File: config.mk
export PLATFORM = sky130hd
export DESIGN_NAME = sprite_rom_arbiter_flat
export DESIGN_NICKNAME = d
export VERILOG_FILES = /design/src/rtl/sprite_rom_arbiter_if.sv /design/src/rtl/sprite_rom_arbiter.sv /design/src/flat_wrapper.sv
export SDC_FILE = /design/constraint.sdc
export NUM_CORES = 1
export LEC_CHECK = 0
export ABC_AREA = 1
export BUFFER_PORTS_ARGS = -buffer_cell sky130_fd_sc_hd__buf_4
export CAP_MARGIN = 10
export CORE_ASPECT_RATIO = 2
export CORE_MARGIN = 5
export CORE_UTILIZATION = 45
export DETAILED_ROUTE_END_ITERATION = 8
export GPL_TIMING_DRIVEN = 1
export PLACE_DENSITY = 0.88
export SLEW_MARGIN = 20
export SYNTH_ARGS = -nofsm -noshare
export SYNTH_HDL_FRONTEND = slang
export SYNTH_SLANG_ARGS = --single-unit
File: constraint.sdc
create_clock -name clk -period 2.2 [get_ports clk]
set_input_delay 0 -clock clk [delete_from_list [all_inputs] [get_ports clk]]
set_output_delay 0 -clock clk [all_outputs]
set_load 0.02 [all_outputs]
File: src/rtl/sprite_rom_arbiter_if.sv
// Bus between the sprite fetchers, the arbiter and the single sprite ROM.
// The arbiter uses the slave modport; requesters and the ROM sit on the master side.
interface sprite_rom_arbiter_if #(
    parameter int unsigned N_REQ  = 4,
    parameter int unsigned ADDR_W = 14,
    parameter int unsigned DATA_W = 16
);
    logic [N_REQ-1:0]        req;
    logic [N_REQ-1:0]        lock;
    logic [N_REQ*ADDR_W-1:0] req_addr;
    logic [N_REQ-1:0]        gnt;
    logic                    rom_en;
    logic [ADDR_W-1:0]       rom_addr;
    logic [DATA_W-1:0]       rom_data;
    logic [N_REQ-1:0]        rvalid;
    logic [DATA_W-1:0]       rdata;

    modport slave (
        input  req, lock, req_addr, rom_data,
        output gnt, rom_en, rom_addr, rvalid, rdata
    );

    modport master (
        output req, lock, req_addr, rom_data,
        input  gnt, rom_en, rom_addr, rvalid, rdata
    );
endinterface

File: src/rtl/sprite_rom_arbiter.sv
// Round-robin arbiter with burst locking in front of the shared sprite ROM.
// Define SPRITE_ARB_FIXED_PRIO_EN for fixed priority (index 0 highest) instead of round-robin.
module sprite_rom_arbiter #(
    parameter int unsigned N_REQ     = 4,
    parameter int unsigned ADDR_W    = 14,
    parameter int unsigned DATA_W    = 16,
    parameter int unsigned MAX_BURST = 8
) (
    input  logic                clk,
    input  logic                rst,
    input  logic                new_frame,
    sprite_rom_arbiter_if.slave bus
);

    localparam int unsigned IdxW = (N_REQ > 1) ? $clog2(N_REQ) : 1;

    logic [IdxW-1:0]   own_idx_q, own_idx_d;
    logic              own_vld_q, own_vld_d;
    logic [3:0]        bcnt_q, bcnt_d;
    logic              rom_en_q, rom_en_d;
    logic [ADDR_W-1:0] rom_addr_q, rom_addr_d;
    logic [N_REQ-1:0]  v1_q, v1_d;
    logic [N_REQ-1:0]  v2_q, v2_d;
    logic [IdxW-1:0]   scan_start;

`ifdef SPRITE_ARB_FIXED_PRIO_EN
    assign scan_start = '0;
`else
    logic [IdxW-1:0] ptr_q, ptr_d;
    assign scan_start = ptr_q;
`endif

    logic              own_hit;
    logic              rr_found;
    logic [IdxW-1:0]   rr_idx;
    logic [IdxW-1:0]   cand_idx;
    int unsigned       cand;
    logic              win_vld;
    logic [IdxW-1:0]   win_idx;
    logic [ADDR_W-1:0] win_addr;
    logic [N_REQ-1:0]  gnt;

    always_comb begin
        gnt      = '0;
        win_vld  = 1'b0;
        win_idx  = '0;
        win_addr = '0;
        rr_found = 1'b0;
        rr_idx   = '0;
        cand     = 0;
        cand_idx = '0;

        own_hit = own_vld_q && bus.req[own_idx_q] && bus.lock[own_idx_q] &&
                  (32'(bcnt_q) < MAX_BURST);

        // While an owner exists the pointer already sits past it, so a released
        // owner is naturally scanned last.
        for (int unsigned k = 0; k < N_REQ; k++) begin
            cand     = (32'(scan_start) + k) % N_REQ;
            cand_idx = IdxW'(cand);
            if (!rr_found && bus.req[cand_idx]) begin
                rr_found = 1'b1;
                rr_idx   = cand_idx;
            end
        end

        if (own_hit) begin
            win_vld = 1'b1;
            win_idx = own_idx_q;
        end else if (rr_found) begin
            win_vld = 1'b1;
            win_idx = rr_idx;
        end

        if (win_vld) gnt[win_idx] = 1'b1;

        for (int unsigned i = 0; i < N_REQ; i++) begin
            if (win_idx == IdxW'(i)) win_addr = bus.req_addr[i*ADDR_W +: ADDR_W];
        end
    end

    always_comb begin
        own_vld_d  = own_hit;
        own_idx_d  = own_idx_q;
        bcnt_d     = bcnt_q;
`ifndef SPRITE_ARB_FIXED_PRIO_EN
        ptr_d      = ptr_q;
`endif
        rom_en_d   = win_vld;
        rom_addr_d = win_vld ? win_addr : rom_addr_q;
        v1_d       = gnt;
        v2_d       = v1_q;

        if (own_hit) begin
            // MAX_BURST must fit the 4-bit counter; it saturates rather than wraps.
            if (32'(bcnt_q) < MAX_BURST) bcnt_d = bcnt_q + 4'd1;
        end else if (rr_found) begin
            own_vld_d = bus.lock[rr_idx];
            own_idx_d = rr_idx;
            bcnt_d    = 4'd1;
`ifndef SPRITE_ARB_FIXED_PRIO_EN
            ptr_d     = IdxW'((32'(rr_idx) + 1) % N_REQ);
`endif
        end

        if (new_frame) begin
            own_vld_d = 1'b0;
`ifndef SPRITE_ARB_FIXED_PRIO_EN
            ptr_d     = '0;
`endif
        end
    end

    always_ff @(posedge clk) begin
        if (rst) begin
            own_vld_q  <= 1'b0;
            own_idx_q  <= '0;
            bcnt_q     <= '0;
            rom_en_q   <= 1'b0;
            rom_addr_q <= '0;
            v1_q       <= '0;
            v2_q       <= '0;
`ifndef SPRITE_ARB_FIXED_PRIO_EN
            ptr_q      <= '0;
`endif
        end else begin
            own_vld_q  <= own_vld_d;
            own_idx_q  <= own_idx_d;
            bcnt_q     <= bcnt_d;
            rom_en_q   <= rom_en_d;
            rom_addr_q <= rom_addr_d;
            v1_q       <= v1_d;
            v2_q       <= v2_d;
`ifndef SPRITE_ARB_FIXED_PRIO_EN
            ptr_q      <= ptr_d;
`endif
        end
    end

    assign bus.gnt      = gnt;
    assign bus.rom_en   = rom_en_q;
    assign bus.rom_addr = rom_addr_q;
    assign bus.rvalid   = v2_q;
    assign bus.rdata    = bus.rom_data;

endmodule

File: src/flat_wrapper.sv
// flat-port wrapper written by rule: the top's interface ports become plain ports
module sprite_rom_arbiter_flat 
#(
    parameter int unsigned N_REQ     = 4,
    parameter int unsigned ADDR_W    = 14,
    parameter int unsigned DATA_W    = 16,
    parameter int unsigned MAX_BURST = 8
)
  (clk, rst, new_frame, bus_req, bus_lock, bus_req_addr, bus_rom_data, bus_gnt, bus_rom_en, bus_rom_addr, bus_rvalid, bus_rdata);
  sprite_rom_arbiter_if #(.N_REQ(N_REQ), .ADDR_W(ADDR_W), .DATA_W(DATA_W)) bus_i ();
  input  logic clk;
  input  logic rst;
  input  logic new_frame;
  input wire logic [$bits(bus_i.req)-1:0] bus_req;
  input wire logic [$bits(bus_i.lock)-1:0] bus_lock;
  input wire logic [$bits(bus_i.req_addr)-1:0] bus_req_addr;
  input wire logic [$bits(bus_i.rom_data)-1:0] bus_rom_data;
  output wire logic [$bits(bus_i.gnt)-1:0] bus_gnt;
  output wire logic [$bits(bus_i.rom_en)-1:0] bus_rom_en;
  output wire logic [$bits(bus_i.rom_addr)-1:0] bus_rom_addr;
  output wire logic [$bits(bus_i.rvalid)-1:0] bus_rvalid;
  output wire logic [$bits(bus_i.rdata)-1:0] bus_rdata;
  assign bus_i.req = bus_req;
  assign bus_i.lock = bus_lock;
  assign bus_i.req_addr = bus_req_addr;
  assign bus_i.rom_data = bus_rom_data;
  assign bus_gnt = bus_i.gnt;
  assign bus_rom_en = bus_i.rom_en;
  assign bus_rom_addr = bus_i.rom_addr;
  assign bus_rvalid = bus_i.rvalid;
  assign bus_rdata = bus_i.rdata;
  sprite_rom_arbiter #(.N_REQ(N_REQ), .ADDR_W(ADDR_W), .DATA_W(DATA_W), .MAX_BURST(MAX_BURST)) u_core (.clk(clk), .rst(rst), .new_frame(new_frame), .bus(bus_i));
endmodule
==> results.sh, run 1 <==
export IMPL_vias=2720
export IMPL_place_ws_ps=-20.5
export IMPL_critPathKind="register to output pin"
export IMPL_critPathLaunchType="register"
export IMPL_pwr_share_comb_pct=77.6
export IMPL_yosysSeqAreaShare_pct=27.1
export IMPL_layout_min_cycle_time_ps=2220
export IMPL_layout_commonest_cell="nand2_1"
export IMPL_diodes=0
export IMPL_grt_ovfl_total=0
export IMPL_clkTransAtPathRegs_ps=70
export IMPL_wirelength_um=7920
export IMPL_status="complete, but fails checks"
export IMPL_drv_cap=0
export IMPL_slowest_delay_ps=370
export IMPL_ios=122
export IMPL_final_setup_viol_count=1
export IMPL_grt_pass1_wl_um=10700
export IMPL_cp_buffers_inverters=4
export IMPL_switching_power_uw=3450
export IMPL_nFillCells=409
export IMPL_synth_fa_ha_area_share_pct=0.530
export IMPL_ys_ff_latch=32
export IMPL_htree_levels=2
export IMPL_crit_slowest_cell="dfxtp_4"
export IMPL_cts_buffers=5
export IMPL_hp_class="primary input to register"
export IMPL_dpl_cell_area_mm2=0.00294
export IMPL_cp_top_family="simple AND/OR/NAND/NOR gates"
export IMPL_routedWlPerCell_um=15.3
export IMPL_synthMuxAreaShare_pct=0
export IMPL_clock_root_buffer="clkbuf_8"
export IMPL_globalplace_congestion=0.811
export IMPL_relSlewSlack_pct=72.3
export IMPL_std_cell_rows=37
export IMPL_hold_slack_ps=-9.73
export IMPL_initial_core_util_pct=45.9
export IMPL_antenna_left=0
export IMPL_synthSimpleGateAreaFrac_pct=43.6
export IMPL_violations="hold timing, setup timing"
export IMPL_first_pass_iters=4
export IMPL_finalNetCount=543
export IMPL_clkPwrFrac_pct=8.5
export IMPL_worst_slew_pin_slew_ps=413
export IMPL_die_x_um=61.2
export IMPL_min_period_over_period_pct=101
export IMPL_cts_max_path_buffers=2
export IMPL_crit_top_cell="nor2_4"
export IMPL_fmaxAchievable_mhz=451
export IMPL_dp_hpwl_um=5450
export IMPL_final_util_pct=66.9
export IMPL_synth_compound_area_share_pct=10.5
export IMPL_worst_ep_required_time_ps=2200
export IMPL_die_h_um=112
export IMPL_syn_num_nets=446
export IMPL_synth_area_mm2=0.00236
export IMPL_peakVddDrop_mv=1.74
export IMPL_clock_latency_ps=300
export IMPL_worstPathCellList="buf_12 -> nand2_1 -> nand3_2 -> nand2_4 -> nor2_4 -> buf_6 -> nand2_1 -> nand3_2 -> nand3_4 -> nand2_8 -> nor2_4 -> inv_2 -> nor2_4 -> buf_6"
export IMPL_grt_pass1_vias=2492
export IMPL_finalInstanceArea_mm2=0.00344
export IMPL_syn_inst=362
export IMPL_cp_end_kind="output pin"
export IMPL_switching_share_pct=51.2
export IMPL_ys_types=33
export IMPL_avgSynthCellArea_um2=6.52
export IMPL_grtUsageTotal_pct=20.4
export IMPL_via_per_inst=5.25
export IMPL_critPathMaxFanout=8
export IMPL_maxSlewViolCount=0
export IMPL_cp_arrival_ps=2220
export IMPL_die_area_mm2=0.00688
export IMPL_drtIter0Drc=88
export IMPL_finalHoldViolations=2
export IMPL_internal_power_uw=3290
export IMPL_syn2layout_area_growth_pct=45.6
export IMPL_drc=0
export IMPL_rsz0062_at_grt="true"
export IMPL_grt_start_max_net_pins=21
export IMPL_power_density_mw_per_mm2=1960
export IMPL_antenna_found_initial=0
export IMPL_core_area_mm2=0.00514
export IMPL_yosys_warnings=0
export IMPL_cts_tree="yes"
export IMPL_synth_top_family_by_area="simple AND/OR/NAND/NOR gates"
export IMPL_synthXorXnorAreaFrac_pct=0.371
export IMPL_fin_skew_ps=7.46
export IMPL_drive_above_1_share_pct=42.2
export IMPL_clock_sinks=32
export IMPL_layout_common_cells="107 x nand2_1, 105 x buf_4, 40 x inv_1"
export IMPL_leakage_uw=0.00180
export IMPL_setup_ws_ps=-18.0
export IMPL_seqPwrFrac_pct=13.9
export IMPL_port_buffer_count=89
[sequential cells by signal, summed over array words and instances (netlist names)]
signal	flops
u_core.bcnt_q	4
u_core.bus.rom_addr	14
u_core.bus.rom_en	1
u_core.bus.rvalid	4
u_core.own_idx_q	2
u_core.own_vld_q	1
u_core.ptr_q	2
u_core.v1_q	4
[through the flow]
stage	instances	TNS (ps)	total power, uW
floorplan	362	0	3970
global placement	487	0	4640
detailed placement	487	-20.5	4740
CTS	499	0	5470
global route	518	-837	7150
finish	518	-18.0	6740
[Yosys cell counts]
master / n / area share, %
inv_2: 5 / 0.79
nand3_1: 23 / 4.9
o211ai_1: 1 / 0.32
nor2_8: 3 / 2.5
nand2_8: 2 / 1.7
o21ai_0: 4 / 0.85
xor2_1: 1 / 0.37
nor2_2: 2 / 0.53
nand2_2: 8 / 2.1
a21oi_1: 10 / 2.1
inv_4: 1 / 0.27
dfxtp_1: 32 / 27
nor3_1: 1 / 0.21
nand3_4: 2 / 1.5
clkbuf_1: 3 / 0.48
a21oi_2: 1 / 0.37
ha_1: 1 / 0.53
buf_6: 6 / 2.9
nand3_2: 2 / 0.85
o21ai_2: 17 / 6.3
nor2_4: 1 / 0.48
a211oi_1: 1 / 0.32
nand4_1: 8 / 2.1
buf_2: 1 / 0.21
o22ai_1: 1 / 0.27
nor2_1: 39 / 6.2
nand2_1: 118 / 19
clkinv_1: 2 / 0.32
nand2_4: 3 / 1.4
buf_4: 17 / 5.4
nand3b_1: 1 / 0.32
inv_8: 1 / 0.48
inv_1: 44 / 7.0
[logic make-up after synthesis]
| kind of cell | count (synthesis) |
|---|---|
| buf+inv | 80 |
| compound gates | 35 |
| simple gates | 213 |
| xor+xnor | 1 |
| flops | 32 |
| fa+ha+maj | 1 |
[power groups by stage]
| stage | combinational [uW] | sequential [uW] | clock, uW |
|---|---|---|---|
| after global routing | 5610 | 943 | 593 |
| after detailed placement | 3830 | 917 | 0 |
| after global placement | 3730 | 914 | 0 |
| after floorplan | 2940 | 1020 | 0 |
| final | 5230 | 936 | 573 |
| after CTS | 3990 | 910 | 565 |
[timing repair]
| item | CTS | global route |
|---|---|---|
| endpoints found under the setup margin | 10 | 17 |
| buffers inserted | 3 | 17 |
| resized for setup | 4 | 46 |
| pin swaps | 3 | 15 |
| hold buffers | 1 | 0 |
| gates cloned | 0 | 2 |
| endpoints found under the hold margin | 7 | 0 |
[path summary, 6_finish.rpt]
| kind | slack, ps | to | cells after the start | from |
|---|---|---|---|---|
| setup / recovery | -20 | bus_gnt[0] | 14 | u_core.ptr_q[0] |
| hold / removal | -10 | u_core.bus.rom_addr[5] | 5 | bus_req_addr[19] |
| setup reg to reg | 70 | u_core.bus.rom_addr[8] | 16 | u_core.ptr_q[0] |
| hold reg to reg | 400 | u_core.bus.rvalid[2] | 2 | u_core.v1_q[2] |
[area by class of cell]
class / instances / area (um^2) / share of cell area, %
Tap cell: 58 / 72.6 / 2.11
Timing Repair inverter: 1 / 8.76 / 0.255
Sequential cell: 32 / 646 / 18.8
Inverter: 53 / 219 / 6.37
Timing Repair Buffer: 116 / 942 / 27.4
Clock buffer: 6 / 72.6 / 2.11
Multi-Input combinational cell: 250 / 1440 / 41.9
Clock inverter: 2 / 35.0 / 1.02
[worst min-delay path: cells and delay by family]
kind	cells	cell delay (ps)
and+or+nand+nor	4	180
buffers and inverters	1	80
[metal layers]
layer  vias up  wire length (um)  track usage, %
met5         -                 0               0
met4         0               429            11.4
met3        42               540            3.68
met2       141              4480            38.1
met1      1242              2470            19.2
li1       1295                 -               -
Note: power is estimated with default switching activity, not from simulation.
==> inputs of run 2 (changes only) <==
Settings changed: CORE_MARGIN 5 to 3, CORE_UTILIZATION 45 to 46, PLACE_DENSITY 0.88 to 0.89, SKIP_LAST_GASP set to 1.
==> run 2 against run 1 <==
  * The flow still finishes with violations (hold timing, setup timing)
  * Wire length is 1.8% higher
  * Cell area is 0.58% higher
  * Combinational power is 1% lower
  * Clock skew is 3.9 ps higher
  * Critical path type unchanged
  * Worst hold slack better by 6.1 ps
  * Die area is 12% lower
  * Utilization is 3.5 points higher
==> results.sh, run 2 (synthesis results as in run 1) <==
export IMPL_layout_common_cells="111 x buf_4, 107 x nand2_1, 42 x inv_1"
export IMPL_grt_ovfl_total=0
export IMPL_htree_levels=2
export IMPL_crit_slowest_cell="dfxtp_4"
export IMPL_final_setup_viol_count=1
export IMPL_finalNetCount=550
export IMPL_hp_class="primary input to register"
export IMPL_first_pass_iters=4
export IMPL_cp_arrival_ps=2220
export IMPL_core_area_mm2=0.00491
export IMPL_drive_above_1_share_pct=41.3
export IMPL_drtIter0Drc=125
export IMPL_clock_root_buffer="clkbuf_8"
export IMPL_min_period_over_period_pct=101
export IMPL_critPathKind="register to output pin"
export IMPL_clkPwrFrac_pct=8.6
export IMPL_layout_commonest_cell="buf_4"
export IMPL_cts_max_path_buffers=2
export IMPL_critPathLaunchType="register"
export IMPL_drv_cap=0
export IMPL_die_h_um=107
export IMPL_status="complete, but fails checks"
export IMPL_cts_tree="yes"
export IMPL_globalplace_congestion=0.831
export IMPL_internal_power_uw=3250
export IMPL_vias=2729
export IMPL_wirelength_um=8060
export IMPL_switching_power_uw=3430
export IMPL_cts_buffers=5
export IMPL_clock_sinks=32
export IMPL_ios=122
export IMPL_cp_buffers_inverters=5
export IMPL_initial_core_util_pct=48.1
export IMPL_seqPwrFrac_pct=14.0
export IMPL_relSlewSlack_pct=76.6
export IMPL_routedWlPerCell_um=15.4
export IMPL_clkTransAtPathRegs_ps=80
export IMPL_rsz0062_at_grt="true"
export IMPL_via_per_inst=5.21
export IMPL_place_ws_ps=10.0
export IMPL_leakage_uw=0.00183
export IMPL_worstPathCellList="buf_12 -> inv_6 -> nand2_2 -> nand3_2 -> nand2_2 -> nor2_4 -> nand3_4 -> nand2_8 -> inv_6 -> nand3_4 -> nand2_8 -> nor2_4 -> inv_2 -> nor2_4 -> buf_6"
export IMPL_final_util_pct=70.4
export IMPL_dp_hpwl_um=5330
export IMPL_fin_skew_ps=11.3
export IMPL_grtUsageTotal_pct=23.3
export IMPL_grt_pass1_wl_um=11000
export IMPL_hold_slack_ps=-3.67
export IMPL_antenna_found_initial=0
export IMPL_setup_ws_ps=-23.6
export IMPL_drc=0
export IMPL_critPathMaxFanout=6
export IMPL_peakVddDrop_mv=1.75
export IMPL_maxSlewViolCount=0
export IMPL_crit_top_cell="nor2_4"
export IMPL_port_buffer_count=89
export IMPL_slowest_delay_ps=360
export IMPL_switching_share_pct=51.3
export IMPL_die_area_mm2=0.00608
export IMPL_largest_reg_flops=14
export IMPL_die_x_um=56.7
export IMPL_layout_min_cycle_time_ps=2220
export IMPL_pwr_share_comb_pct=77.4
export IMPL_cp_top_family="simple AND/OR/NAND/NOR gates"
export IMPL_syn2layout_area_growth_pct=46.4
export IMPL_violations="hold timing, setup timing"
export IMPL_diodes=0
export IMPL_power_density_mw_per_mm2=1930
export IMPL_finalHoldViolations=1
export IMPL_clock_latency_ps=300
export IMPL_worst_slew_pin_slew_ps=350
export IMPL_worst_ep_required_time_ps=2200
export IMPL_antenna_left=0
export IMPL_cp_end_kind="output pin"
export IMPL_std_cell_rows=36
export IMPL_fmaxAchievable_mhz=450
export IMPL_power_uw=6680
export IMPL_grt_start_max_net_pins=21
export IMPL_grt_pass1_vias=2565
==> run 2: changes by cell type in the layout (fill, tap and decap cells not counted), moves of 2 or more <==
cell / previous run / this run
buf_6: 7 / 3
buf_4: 105 / 111
inv_1: 40 / 42
nand2_4: 8 / 11
dlygate4sd3_1: 1 / 6
inv_2: 8 / 6
==> run 2: what timing repair did <==
action / 4_1_cts / 5_1_grt
endpoints found under the hold margin: 15 / 0
hold buffers: 6 / 0
gates cloned: 0 / 3
gates resized for setup: 4 / 35
setup buffers: 8 / 13
setup endpoints to repair: 11 / 14
pin swaps: 4 / 15
==> run 2: power by group through the flow <==
stage | Sequential, uW | Combinational (uW) | Clock, uW
6_report | 938 | 5170 | 573
5_1_grt | 945 | 5580 | 590
4_1_cts | 912 | 4200 | 565
3_5_place_dp | 916 | 3830 | 0
3_3_place_gp | 916 | 3750 | 0
2_1_floorplan | 1020 | 2940 | 0
==> run 2: path summary, 6_finish.rpt <==
path                            cells past startpoint  slack, ps                      end             start
worst min-delay path                                5         -4  u_core.bus.rom_addr[12]  bus_req_addr[12]
worst min register to register                      2        410     u_core.bus.rvalid[2]    u_core.v1_q[2]
worst max-delay path                               15        -20               bus_gnt[0]   u_core.ptr_q[0]
worst max register to register                     17         40   u_core.bus.rom_addr[5]   u_core.ptr_q[0]
==> run 2: metrics by stage <==
stage	cell area (um^2)	TNS, ps	cells
3_5_place_dp	2950	0	487
3_3_place_gp	2950	0	487
5_1_grt	3460	-1480	524
4_1_cts	3190	-19.8	509
6_report	3460	-23.6	524
2_1_floorplan	2360	0	362
==> run 2: layout make-up <==
type	count	area [um^2]
sequential	32	646
clock inverter	3	42.5
inverter	53	219
fill	376	1450
clock buffer	5	68.8
tap	57	71.3
timing repair inverter	1	8.76
multi-input combinational	251	1430
timing repair buffer	122	972
==> run 2: per-layer routing <==
metal / track usage (%) / routed length [um]
met5: 0 / 0
met2: 45.7 / 4670
met1: 20.2 / 2560
met4: 16.3 / 447
met3: 3.72 / 384
==> run 2: worst register-to-register path, delay by kind of cell, from the launching register on <==
kind / cells / cell delay [ps]
compound gates: 1 / 100
flops: 1 / 360
simple gates: 11 / 1030
buf+inv: 5 / 550
